==> src/rtl/ram_8x256_writer.sv <==
// Stream-to-RAM burst writer: fills len bytes starting at base,
// with 1-cycle registered write latency and abort/error handling.
module ram_8x256_writer (
    input  logic       clk,
    input  logic       rst_n,
    input  logic       start,
    input  logic [7:0] base,
    input  logic [8:0] len,
    input  logic       abort,
    input  logic       in_valid,
    input  logic [7:0] in_data,
    output logic       in_ready,
    output logic       we,
    output logic [7:0] waddr,
    output logic [7:0] wdata,
    output logic       busy,
    output logic       done,
    output logic       err,
    output logic [8:0] cnt
);

    typedef enum logic [1:0] {
        IDLE = 2'd0,
        FILL = 2'd1,
        FIN  = 2'd2
    } state_t;

    state_t     state;
    state_t     state_nxt;
    logic [7:0] ptr;
    logic [8:0] len_q;
    logic       len_ok;
    logic       accept;
    logic       last;
    logic       launch;

    assign len_ok = (len != 9'd0) && (len <= 9'd256);
    assign accept = in_valid && in_ready;
    assign last   = (cnt + 9'd1) == len_q;
    assign launch = (state == IDLE) && start && len_ok;

    always_ff @(posedge clk) begin
        if (!rst_n) begin
            state <= IDLE;
        end else begin
            state <= state_nxt;
        end
    end

    // abort outranks completion while filling
    always_comb begin
        state_nxt = state;
        unique case (state)
            IDLE: begin
                if (start && len_ok) begin
                    state_nxt = FILL;
                end
            end
            FILL: begin
                if (abort) begin
                    state_nxt = IDLE;
                end else if (accept && last) begin
                    state_nxt = FIN;
                end
            end
            FIN: begin
                state_nxt = IDLE;
            end
            default: begin
                state_nxt = IDLE;
            end
        endcase
    end

    always_comb begin
        in_ready = 1'b0;
        busy     = 1'b0;
        done     = 1'b0;
        unique case (state)
            IDLE: begin
                busy = 1'b0;
            end
            FILL: begin
                in_ready = 1'b1;
                busy     = 1'b1;
            end
            FIN: begin
                busy = 1'b1;
                done = 1'b1;
            end
            default: begin
                busy = 1'b0;
            end
        endcase
    end

    always_ff @(posedge clk) begin
        if (!rst_n) begin
            ptr   <= 8'd0;
            len_q <= 9'd0;
            cnt   <= 9'd0;
            we    <= 1'b0;
            waddr <= 8'd0;
            wdata <= 8'd0;
            err   <= 1'b0;
        end else begin
            we  <= accept;
            err <= (state == IDLE) && start && !len_ok;
            if (launch) begin
                ptr   <= base;
                len_q <= len;
                cnt   <= 9'd0;
            end else if (accept) begin
                waddr <= ptr;
                wdata <= in_data;
                ptr   <= ptr + 8'd1;
                cnt   <= cnt + 9'd1;
            end
        end
    end

endmodule

==> config.mk <==
export PLATFORM = sky130hd
export DESIGN_NAME = ram_8x256_writer
export DESIGN_NICKNAME = d
export VERILOG_FILES = /design/src/rtl/ram_8x256_writer.sv
export SDC_FILE = /design/constraint.sdc
export NUM_CORES = 1
export LEC_CHECK = 0
export BUFFER_PORTS_ARGS = -buffer_cell sky130_fd_sc_hd__buf_2
export CORE_AREA = 2 2 64 78
export DETAILED_ROUTE_END_ITERATION = 10
export DIE_AREA = 0 0 66 80
export GPL_TIMING_DRIVEN = 0
export PLACE_DENSITY = 0.74
export SETUP_SLACK_MARGIN = 0.15
export SYNTH_ARGS = -nofsm -noshare
export SYNTH_HDL_FRONTEND = slang
export SYNTH_SLANG_ARGS = --single-unit
==> constraint.sdc <==
create_clock -name clk -period 3.45 [get_ports clk]
set_clock_uncertainty 0.05 [all_clocks]
set_input_delay 0.345 -clock clk [delete_from_list [all_inputs] [get_ports clk]]
set_output_delay 0.345 -clock clk [all_outputs]
set_load 0.05 [all_outputs]
# Yosys cells after proc, flatten, opt, wreduce, memory -nomap -nowiden
# Index checks and enable logic that the tools add are counted.
# word_totals
out_inout_bits	30
mem_count	0
register_bits	46
ram_bits	0
in_bits	30
mem_bits_ro	0
wordCells	42
latchBits	0
# classes
div	0
n_reduce_logical	15
n_lt_le_gt_ge	1
n_shift	0
n_eq_ne	5
n_mul	0
n_mux	9
addsub	2
bitwise	2
# ops
cell	count
8-bit two-way mux	2
9-bit by 1-bit adder with 9-bit output, second input constant	1
9-bit == test	1
9-bit <= comparator, second input constant	1
9-bit nonzero test	1
8-bit by 1-bit adder with 8-bit output, second input constant	1
1-bit logical AND	7
2-bit two-way mux	3
2-bit case mux with 2 select lines	1
2-bit AND reduction	2
2-bit OR reduction	2
1-bit two-way mux	3
3-bit inequality test, second input constant	1
2-bit by 1-bit == test with 1-bit output, second input constant	1
2-bit == test, second input constant	1
2-bit zero test	1
2-bit inequality test, second input constant	1
1-bit NOT	2
2-bit nonzero test	1
1-bit zero test	1

# Logic depth before layout (Yosys ltp)
# Gate-level depths: netlist of the first run.
# depth
word_depth	7
ltp_mapped	9
depth_no_buf	8

# Least setup slack after synthesis of the first run
# OpenSTA, ideal clock, no wires.
# synth_path
path_kind	flip-flop to flip-flop
from	register cnt[0]
to	register state[0]
t_required_ps	3280
path_buffers	0
path_slack_ps	944
stages_incl_launch_ff	8
arrival_time_ps	2337
path_cell_list	dfxtp_1 ha_1 nand2_1 o32ai_1 a211oi_1 or2_2 o211a_1 o31a_1
# synth_via
elab_chain_cells	5
# synth_rtl
item	line	rtl
start: declaration	19	output logic [8:0] cnt
start signal: assignment	117	cnt <= cnt + 9'd1;
9-bit by 1-bit adder with 9-bit output	39	assign last = (cnt + 9'd1) == len_q;
9-bit == test	39	
1-bit logical AND	62	end else if (accept && last) begin
3-bit inequality test (no line)	n/a	
2-bit AND reduction (no line)	n/a	
end signal: assignment	46	state <= state_nxt;
end: declaration	28	state_t state;
# No other way between the ends.
# A chain may end at the register's enable or synchronous reset.

# Worst setup path after layout of the first run
# Same ends and word-level chain as after synthesis.

==> reports/metrics.cfg, run 1 <==
[run_status]
status=completed

[route]
num_vias=1984
first_iter_violations=98
dr.pass1.iters=4
via_per_inst=5.17
wl_per_cell_microns=13.2
drtAntennaViolNets=0
routed_wl_microns=5060
route.detailed.drc=0

[clock_network]
cts_sinks=46
tritoncts=built
insertion_delay_ps=300
cts_buffers=5
h-tree-depth=2
cts_root_buffer=clkbuf_8
clockBufferDepth=2
cts.clk_slew.worst_paths_ps=90
cts_hold_buf=0
cts_setup_buffers=0
post_cts_resized=0

[grt]
grt_overflow=0
grtUsageTotal_pct=20.4
first_global_vias=1868
antenna_found_initial=0
grt_pass1_wl_microns=8400
grt_max_degree=16

[die]
die_w_microns=66
pin_count=60
die_area_sq_um=5280
core_sq_um=4530
num_rows=27
die_height_microns=80
initial_core_util_pct=48.2

[yosys]
synth-main-ff-cell=dfxtp_1
ys_seq_area_share_pct=42.2
yosysTopAreaCell=dfxtp_1
synthTopCellsByArea=dfxtp_1 42%, nand2_1 7.9%, xnor2_1 6.0%
post-synth-top-area-fraction_pct=42.2
yosysWarnings=0
async_flop_share_pct=0
synth_area_sq_um=2180
synth_edf_count=0
synth_cell_types=42
syn_avg_cell_area_sq_um=8.42
synth_common_cells=46 x dfxtp_1, 46 x nand2_1, 32 x nor2_1
ys_ff_latch=46
syn_nets=294
netlist_instances=259

[cells_and_area]
layout.nets=360
drive_gt1_share_pct=23.3
final_util_pct=58.3
stdcell_count=384
area_growth_pct=21.0
antenna_cells=0

[sta]
setup_violations=0
fmax_ghz=0.426
relSlewSlack_pct=63.8
tightestPinTransition_ps=542
setup_ws_ps=1100
hold_viol=0
setup_tns_ps=0
rsz0062_at_grt=false
min_period_ps=2350
period_share_pct=68.1
slew_viol_final=0

[worst_setup_path]
cp.required_ps=3580
crit_path_start_kind=flop
arrival_ps=2480
critPathKind=reg2reg
path_max_fanout=6
endpoint_kind=flop

[worst_hold_path]
hp-class=in2reg

[job]
cap_violations=0

[power_and_ir_drop]
leakagePower_uw=0.00112
power.density_nw_per_um2=394
power_uw=1040
peakVddDrop_uv=230

[placement]
post-place-cells=376
hpwl_microns=3800
pre_cts_ws_ps=979
gp_congestion=0.929
portBuffers=59

cell type report:
type	instances	area [sq um]
Buffer	12	71.3
Clock buffer	5	68.8
Clock inverter	3	21.3
Fill cell	445	1890
Inverter	8	30.0
Multi-Input combinational cell	193	1160
Sequential cell	46	921
Tap cell	58	72.6
Timing Repair Buffer	59	295
per-stage QoR:
stage	area (sq um)	hold slack, ps
final	2640	220
after global routing	2640	224
after CTS	2640	215
after detailed placement	2550	394
after global placement	2550	389
after floorplan	2180	394
per-layer routing:
metal | vias to the layer above | GRT usage [%] | share of wire (%)
met4 | 0 | 5.51 | 1.3
met3 | 8 | 4.80 | 5.9
met1 | 909 | 25.1 | 43
li1 | 1014 | - | -
met5 | - | 0 | 0
met2 | 53 | 35.3 | 50
where the power goes:
part,internal (uW),switching (uW),total [uW]
Combinational,53.5,88.0,142
Sequential,550,18.0,568
Clock,142,187,330
Total,746,293,1040
sequential cells by signal, indices dropped and copies added, names as in the netlist:
name and flops:
cnt 9, len_q 9, ptr 8, waddr 8, wdata 8, state 2
err 1, we 1
worst max-delay path, cell delays in order, from the launching register on:
cell and delay [ps]:
dfxtp_1 450, ha_1 300, nand2_1 160, o32ai_1 310, a211oi_1 130, or2_2 320
o211a_1 230, o31a_1 280
path summary, 6_finish.rpt:
check | to | start | cells past startpoint | slack, ps
worst min register to register | wdata[2] | wdata[2] | 2 | 400
worst max register to register | state[0] | cnt[0] | 7 | 1100
worst min-delay path | wdata[7] | in_data[7] | 3 | 220
worst max-delay path | state[0] | cnt[0] | 7 | 1100
cell usage in the layout, fill, tap and decap left out, drive strengths merged, types with 3 or more instances in the layout:
cell and instances:
a211oi 8, ha 5, inv 7, mux2i 8, nor2 32, a31oi 3, xor2 8, clkinv 3
dfxtp 46, clkbuf 11, nand3 8, nand2 46, a21oi 23, nor4 5, buf 65, xnor2 15
nand4 5
logic make-up after synthesis:
kind of cell               share of synthesized area, %
buffers and inverters                              4.65
adders and majority gates                          2.87
and+or+nand+nor                                    22.6
AOI/OAI and AO/OA                                  13.7
DFF                                                42.2
muxes                                              3.67
xor gates and xnor gates                           10.3
Note: power is estimated with default switching activity, not from simulation.
==> inputs of run 2 (changes only) <==
--- a/config.mk
+++ b/config.mk
@@ -5,12 +5,13 @@
 export SDC_FILE = /design/constraint.sdc
 export NUM_CORES = 1
 export LEC_CHECK = 0
+export ABC_AREA = 1
 export BUFFER_PORTS_ARGS = -buffer_cell sky130_fd_sc_hd__buf_2
-export CORE_AREA = 2 2 64 78
+export CORE_AREA = 2 2 67 81
 export DETAILED_ROUTE_END_ITERATION = 10
-export DIE_AREA = 0 0 66 80
+export DIE_AREA = 0 0 69 83
 export GPL_TIMING_DRIVEN = 0
-export PLACE_DENSITY = 0.74
+export PLACE_DENSITY = 0.73
 export SETUP_SLACK_MARGIN = 0.15
 export SYNTH_ARGS = -nofsm -noshare
 export SYNTH_HDL_FRONTEND = slang
==> constraint.sdc (replaced) <==
create_clock -name clk -period 2.1 [get_ports clk]
set_clock_uncertainty 0.05 [all_clocks]
set_input_delay 0.21 -clock clk [delete_from_list [all_inputs] [get_ports clk]]
set_output_delay 0.21 -clock clk [all_outputs]
set_load 0.05 [all_outputs]
==> run 2 against run 1 <==
Effect of this change: area after synthesis up 3.3%; utilization decreased by 2.9 points; sequential share of layout area is 0.90 points lower; via count increased by 8.3%; die area grew 8.5%; non-clock buffer count is 2 lower; critical path depth up 6; largest power group unchanged.
==> reports/metrics.cfg, run 2 <==
[placement]
hpwl_microns=3840
portBuffers=58
gp_congestion=0.901
placed_area_sq_um=2620

[route]
first_iter_violations=106
wl_per_cell_microns=11.6
route.detailed.drc=0
drtAntennaViolNets=0
routed_wl_microns=5040
num_vias=2148
dr.pass1.iters=4
via_per_inst=4.95

[cells_and_area]
area_growth_pct=20.5
final_util_pct=55.4
layout.cells.most_common=buf_2
drive_gt1_share_pct=24.3
top_regs=cnt: 9 flops, len_q: 9 flops
fin_area_sq_um=2720
antenna_cells=0
final_cell_mix=62 x buf_2, 58 x nand2_1, 48 x nor2_1
layout.nets=408

[yosys]
netlist_instances=308
synth_edf_count=0
synthTopCellsByArea=dfxtp_1 41%, nand2_1 9.7%, nor2_1 8.0%
synth_common_cells=58 x nand2_1, 48 x nor2_1, 46 x dfxtp_1
post-synth-top-area-fraction_pct=40.9
syn_nets=343
yosysWarnings=0
async_flop_share_pct=0
yosysTopAreaCell=dfxtp_1
syn_avg_cell_area_sq_um=7.32
synth-main-ff-cell=dfxtp_1
ys_seq_area_share_pct=40.9
synth_cell_types=31
synth_area_sq_um=2250
ys_ff_latch=46
yosysMostFrequentCell=nand2_1

[sta]
fmax_ghz=0.570
tightestPinTransition_ps=442
period_share_pct=83.5
setup_tns_ps=0
holdWs_ps=103
min_period_ps=1750
hold_viol=0
slew_viol_final=0
setup_violations=0
rsz0062_at_grt=false
relSlewSlack_pct=70.6

[worst_setup_path]
endpoint_kind=flop
path_delay_family=simple AND/OR/NAND/NOR gates
crit_path_start_kind=flop
crit_chain=inv_1, ha_2, nand2_1, a21oi_1, nand2_1, nor2_1, nand3_1, nor2_1, nand4_1, nand2_1, nand2_1, nand2_1, a21oi_2
critPathKind=reg2reg
path_max_fanout=4
max_stage_delay_ps=320
arrival_ps=1900
cp_slowest_cell=dfxtp_1
path_buf_inv=1
cp.required_ps=2250
cpMostUsedCell=nand2_1

[grt]
grt_max_degree=14
antenna_found_initial=0
grt_overflow=0
first_global_vias=1910
grtUsageTotal_pct=18.1
grt_pass1_wl_microns=8560

[run_status]
status=completed

[clock_network]
cts_setup_buffers=0
cts.clk_slew.worst_paths_ps=80
cts_root_buffer=clkbuf_8
insertion_delay_ps=300
h-tree-depth=2
cts_sinks=46
tritoncts=built
clockBufferDepth=2
cts_buffers=5

[die]
die_area_sq_um=5730
die_height_microns=83
num_rows=28
pin_count=60
core_sq_um=4900
die_w_microns=69
initial_core_util_pct=45.9

[power_and_ir_drop]
leakagePower_uw=0.00124
power_uw=1880
peakVddDrop_uv=329
power.density_nw_per_um2=693

[worst_hold_path]
hp-class=in2reg

[job]
cap_violations=0

## run 2: changes by cell type after synthesis, moves of 12 or more
cell	previous run	this run
o21ai_0	1	29
nand2_1	46	58
nor2_1	32	48
xnor2_1	15	3
nand3_1	8	20
inv_1	7	31
## run 2: final timing paths
| check | to | depth (start not counted) | from | slack, ps |
|---|---|---|---|---|
| max | state[0] | 13 | state[1] | 350 |
| min | wdata[4] | 3 | in_data[4] | 100 |
| max reg2reg | state[0] | 13 | state[1] | 350 |
| min reg2reg | len_q[4] | 2 | len_q[4] | 430 |
## run 2: layout make-up
cell class | count | area [sq um]
Inverter | 33 | 129
Tap cell | 60 | 75.1
Timing Repair Buffer | 58 | 290
Multi-Input combinational cell | 218 | 1140
Buffer | 11 | 62.6
Fill cell | 506 | 2190
Clock buffer | 7 | 86.3
Clock inverter | 1 | 5.00
Sequential cell | 46 | 923
## run 2: worst reg2reg max path, delay by kind of cell, from the launching register on
| kind | cells | cell delay, ps |
|---|---|---|
| AO/OA/AOI/OAI | 2 | 180 |
| AND/OR/NAND/NOR | 9 | 810 |
| flip-flops | 1 | 320 |
| buffers and inverters | 1 | 90 |
| adder cells (fa/ha/maj) | 1 | 210 |
## run 2: layer usage
| layer | up-vias | track usage (%) | wire length, microns |
|---|---|---|---|
| met5 | - | 0 | 0 |
| met4 | 0 | 6.60 | 94 |
| met3 | 10 | 4.61 | 303 |
| met2 | 67 | 30.2 | 2360 |
| met1 | 953 | 22.6 | 2290 |
| li1 | 1118 | - | - |
## run 2: repair_timing
item	4_1_cts	5_1_grt
gates resized for setup	0	3
hold buffers	0	0
endpoints found under the setup margin	0	8
## run 2: stage by stage
step / setup slack [ps] / instances
2_1_floorplan: 191 / 308
3_3_place_gp: 339 / 426
3_5_place_dp: 274 / 426
4_1_cts: 251 / 434
5_1_grt: 152 / 434
6_report: 347 / 434
## run 2: where the power goes
| part | total, uW | internal (uW) | switching (uW) |
|---|---|---|---|
| logic | 370 | 120 | 250 |
| registers | 952 | 922 | 29.7 |
| clock network | 560 | 266 | 294 |
## run 2: logic make-up after synthesis
family                   share of synthesized area (%)
buffers and inverters                             8.44
flip-flops                                        40.9
AO/OA/AOI/OAI                                     15.4
AND/OR/NAND/NOR                                   26.7
XOR/XNOR                                          5.83
adder cells (fa/ha/maj)                           2.78
==> inputs of run 3 (changes only) <==
==> constraint.sdc (replaced) <==
create_clock -name clk -period 1.5 [get_ports clk]
set_clock_uncertainty 0.05 [all_clocks]
set_input_delay 0.15 -clock clk [delete_from_list [all_inputs] [get_ports clk]]
set_output_delay 0.15 -clock clk [all_outputs]
set_load 0.05 [all_outputs]
==> run 3 against run 2 <==
Effect of this change: the run now ends with negative setup slack left; largest cell class unchanged; wire length grew 4.6%; setup slack worse by 510 ps; combinational power grew 54%; critical path depth did not move; hold slack got worse by 58 ps; die area unchanged; sequential power grew 40%; cell count rose by 0.23%; critical path type unchanged; global-route usage is 0.38 points higher; count of clock-buffer cells in the layout unchanged; final area is 4.0% higher; sequential share of layout area is 0.76 points lower.
==> reports/metrics.cfg, run 3 (same netlist as run 2, synthesis figures left out) <==
[power_and_ir_drop]
pwr-share-seq_pct=50.9
p_clk_share_pct=27.4
power_switching_uw=811
peakVddDrop_uv=544
leakagePower_uw=0.00127
p_int_uw=1810
power.share.switching_pct=31.0
comb_power_share_pct=21.7
power.density_nw_per_um2=928

[die]
die_height_microns=83
initial_core_util_pct=45.9
die_area_sq_um=5730
core_sq_um=4900
die_w_microns=69
num_rows=28
pin_count=60

[worst_setup_path]
arrival_ps=1800
critPathKind=reg2reg
r2r-start=cnt[0]
r2r_slack_ps=-160
reg2reg_depth=13
crit_path_start_kind=flop
rr_endpoint=state[0]
endpoint_kind=flop
path_max_fanout=4
cp.required_ps=1640

[cells_and_area]
seq_area_sq_um=938
stdcell_count=435
final_cell_mix=56 x nand2_1, 56 x buf_2, 47 x nor2_1
top_regs=cnt: 9 flops, len_q: 9 flops
antenna_cells=0
layout.nets=410
fin_area_sq_um=2820
fill_cells=501
drive_gt1_share_pct=28.8
final_util_pct=57.6
multi_input_area_sq_um=1200
area_growth_pct=25.3

[worst_hold_path]
holdPathEnd=wdata[7]
worstHoldStart=in_data[7]
hp-class=in2reg
worstHoldPathCells=3

[sta]
setup_ws_ps=-159
setup_violations=2
hold_viol=0
min_period_ps=1660
period_share_pct=111
tightestPinTransition_ps=453
fmax_ghz=0.603
relSlewSlack_pct=69.8
rsz0062_at_grt=true
slew_viol_final=0

[clock_network]
cts_root_buffer=clkbuf_8
cts_sinks=46
cts.clk_slew.worst_paths_ps=80
insertion_delay_ps=290
clockBufferDepth=2
h-tree-depth=2
cts_buffers=5
tritoncts=built
cts_hold_buf=0

[route]
num_vias=2142
wl_per_cell_microns=12.1
route.detailed.drc=0
routed_wl_microns=5270
dr.pass1.iters=4
drtAntennaViolNets=0
met1_length_microns=2350
via_per_inst=4.92
first_iter_violations=85
maxUsedRoutingLayer=met4
dr_wl_met3_microns=256
routed-wl-met2_microns=2630

[grt]
grt_max_degree=13
grt_pass1_wl_microns=8740
grt_overflow=0
grtUsageTotal_pct=18.5
first_global_vias=2000
antenna_found_initial=0

[placement]
placed_area_sq_um=2700
portBuffers=58
hpwl_microns=3940
post-place-cells=426
gp_congestion=0.802

[job]
cap_violations=0

[run_status]
failed_checks=negative setup slack
status=finished, violations left

==> run 3: cell count changes in the layout (fill, tap and decap cells not counted), moves of 6 or more <==
cell,previous run,this run
o21ai_0,29,19
o21ai_1,3,13
dfxtp_1,44,36
buf_2,62,56
buf_4,0,6
dfxtp_2,2,8
==> run 3: worst max-delay path by stage <==
stage,startpoint,end
detailed placement,cnt[0],state[0]
floorplan,cnt[0],state[0]
global route,cnt[0],state[0]
CTS,cnt[0],state[0]
finish,cnt[0],state[0]
global placement,cnt[0],state[0]
==> run 3: final cells by class <==
cell class	instances	area share (%)
Clock buffer	7	2.70
Inverter	33	4.65
Multi-Input combinational cell	218	42.6
Tap cell	60	2.66
Sequential cell	46	33.2
Buffer	11	3.15
Timing Repair Buffer	60	11.0
==> run 3: worst max-delay path: stages, from the launching register on <==
cell     delay, ps
dfxtp_4        370
ha_4           240
nand2_2         60
nand2_1         40
nor2_1          90
nand2_1         50
nor2_1         110
nand3_1         90
nor2_2         100
nand4_1         90
nand2_1         90
nand2_1         60
nand2_1         70
a21oi_2         50
==> run 3: through the flow <==
| step | hold WS [ps] | setup TNS [ps] | setup slack [ps] | total power [uW] |
|---|---|---|---|---|
| after floorplan | 244 | -131 | -82.4 | 1770 |
| after global placement | 334 | -2610 | -183 | 1900 |
| after detailed placement | 351 | -3000 | -183 | 1910 |
| after CTS | 37.4 | -365 | -196 | 2650 |
| after global routing | 57.9 | -1390 | -317 | 2760 |
| final | 45.3 | -279 | -159 | 2620 |
==> run 3: repair_timing <==
item | CTS | global route
gates resized for setup | 5 | 7
setup endpoints to repair | 38 | 47
pin swaps | 0 | 1
cloned | 0 | 0
setup buffers | 2 | 0
==> run 3: metal layers <==
metal,track usage (%),vias up
met1,22.6,963
met2,32.0,57
li1,-,1120
met5,0,-
met4,6.60,0
met3,3.88,2
==> run 3: power groups by stage <==
| stage | Clock [uW] | Combinational (uW) | Sequential (uW) |
|---|---|---|---|
| final | 717 | 570 | 1330 |
| after detailed placement | 0 | 543 | 1360 |
| after global routing | 788 | 624 | 1350 |
| after CTS | 745 | 567 | 1330 |
| after global placement | 0 | 534 | 1360 |
| after floorplan | 0 | 324 | 1450 |
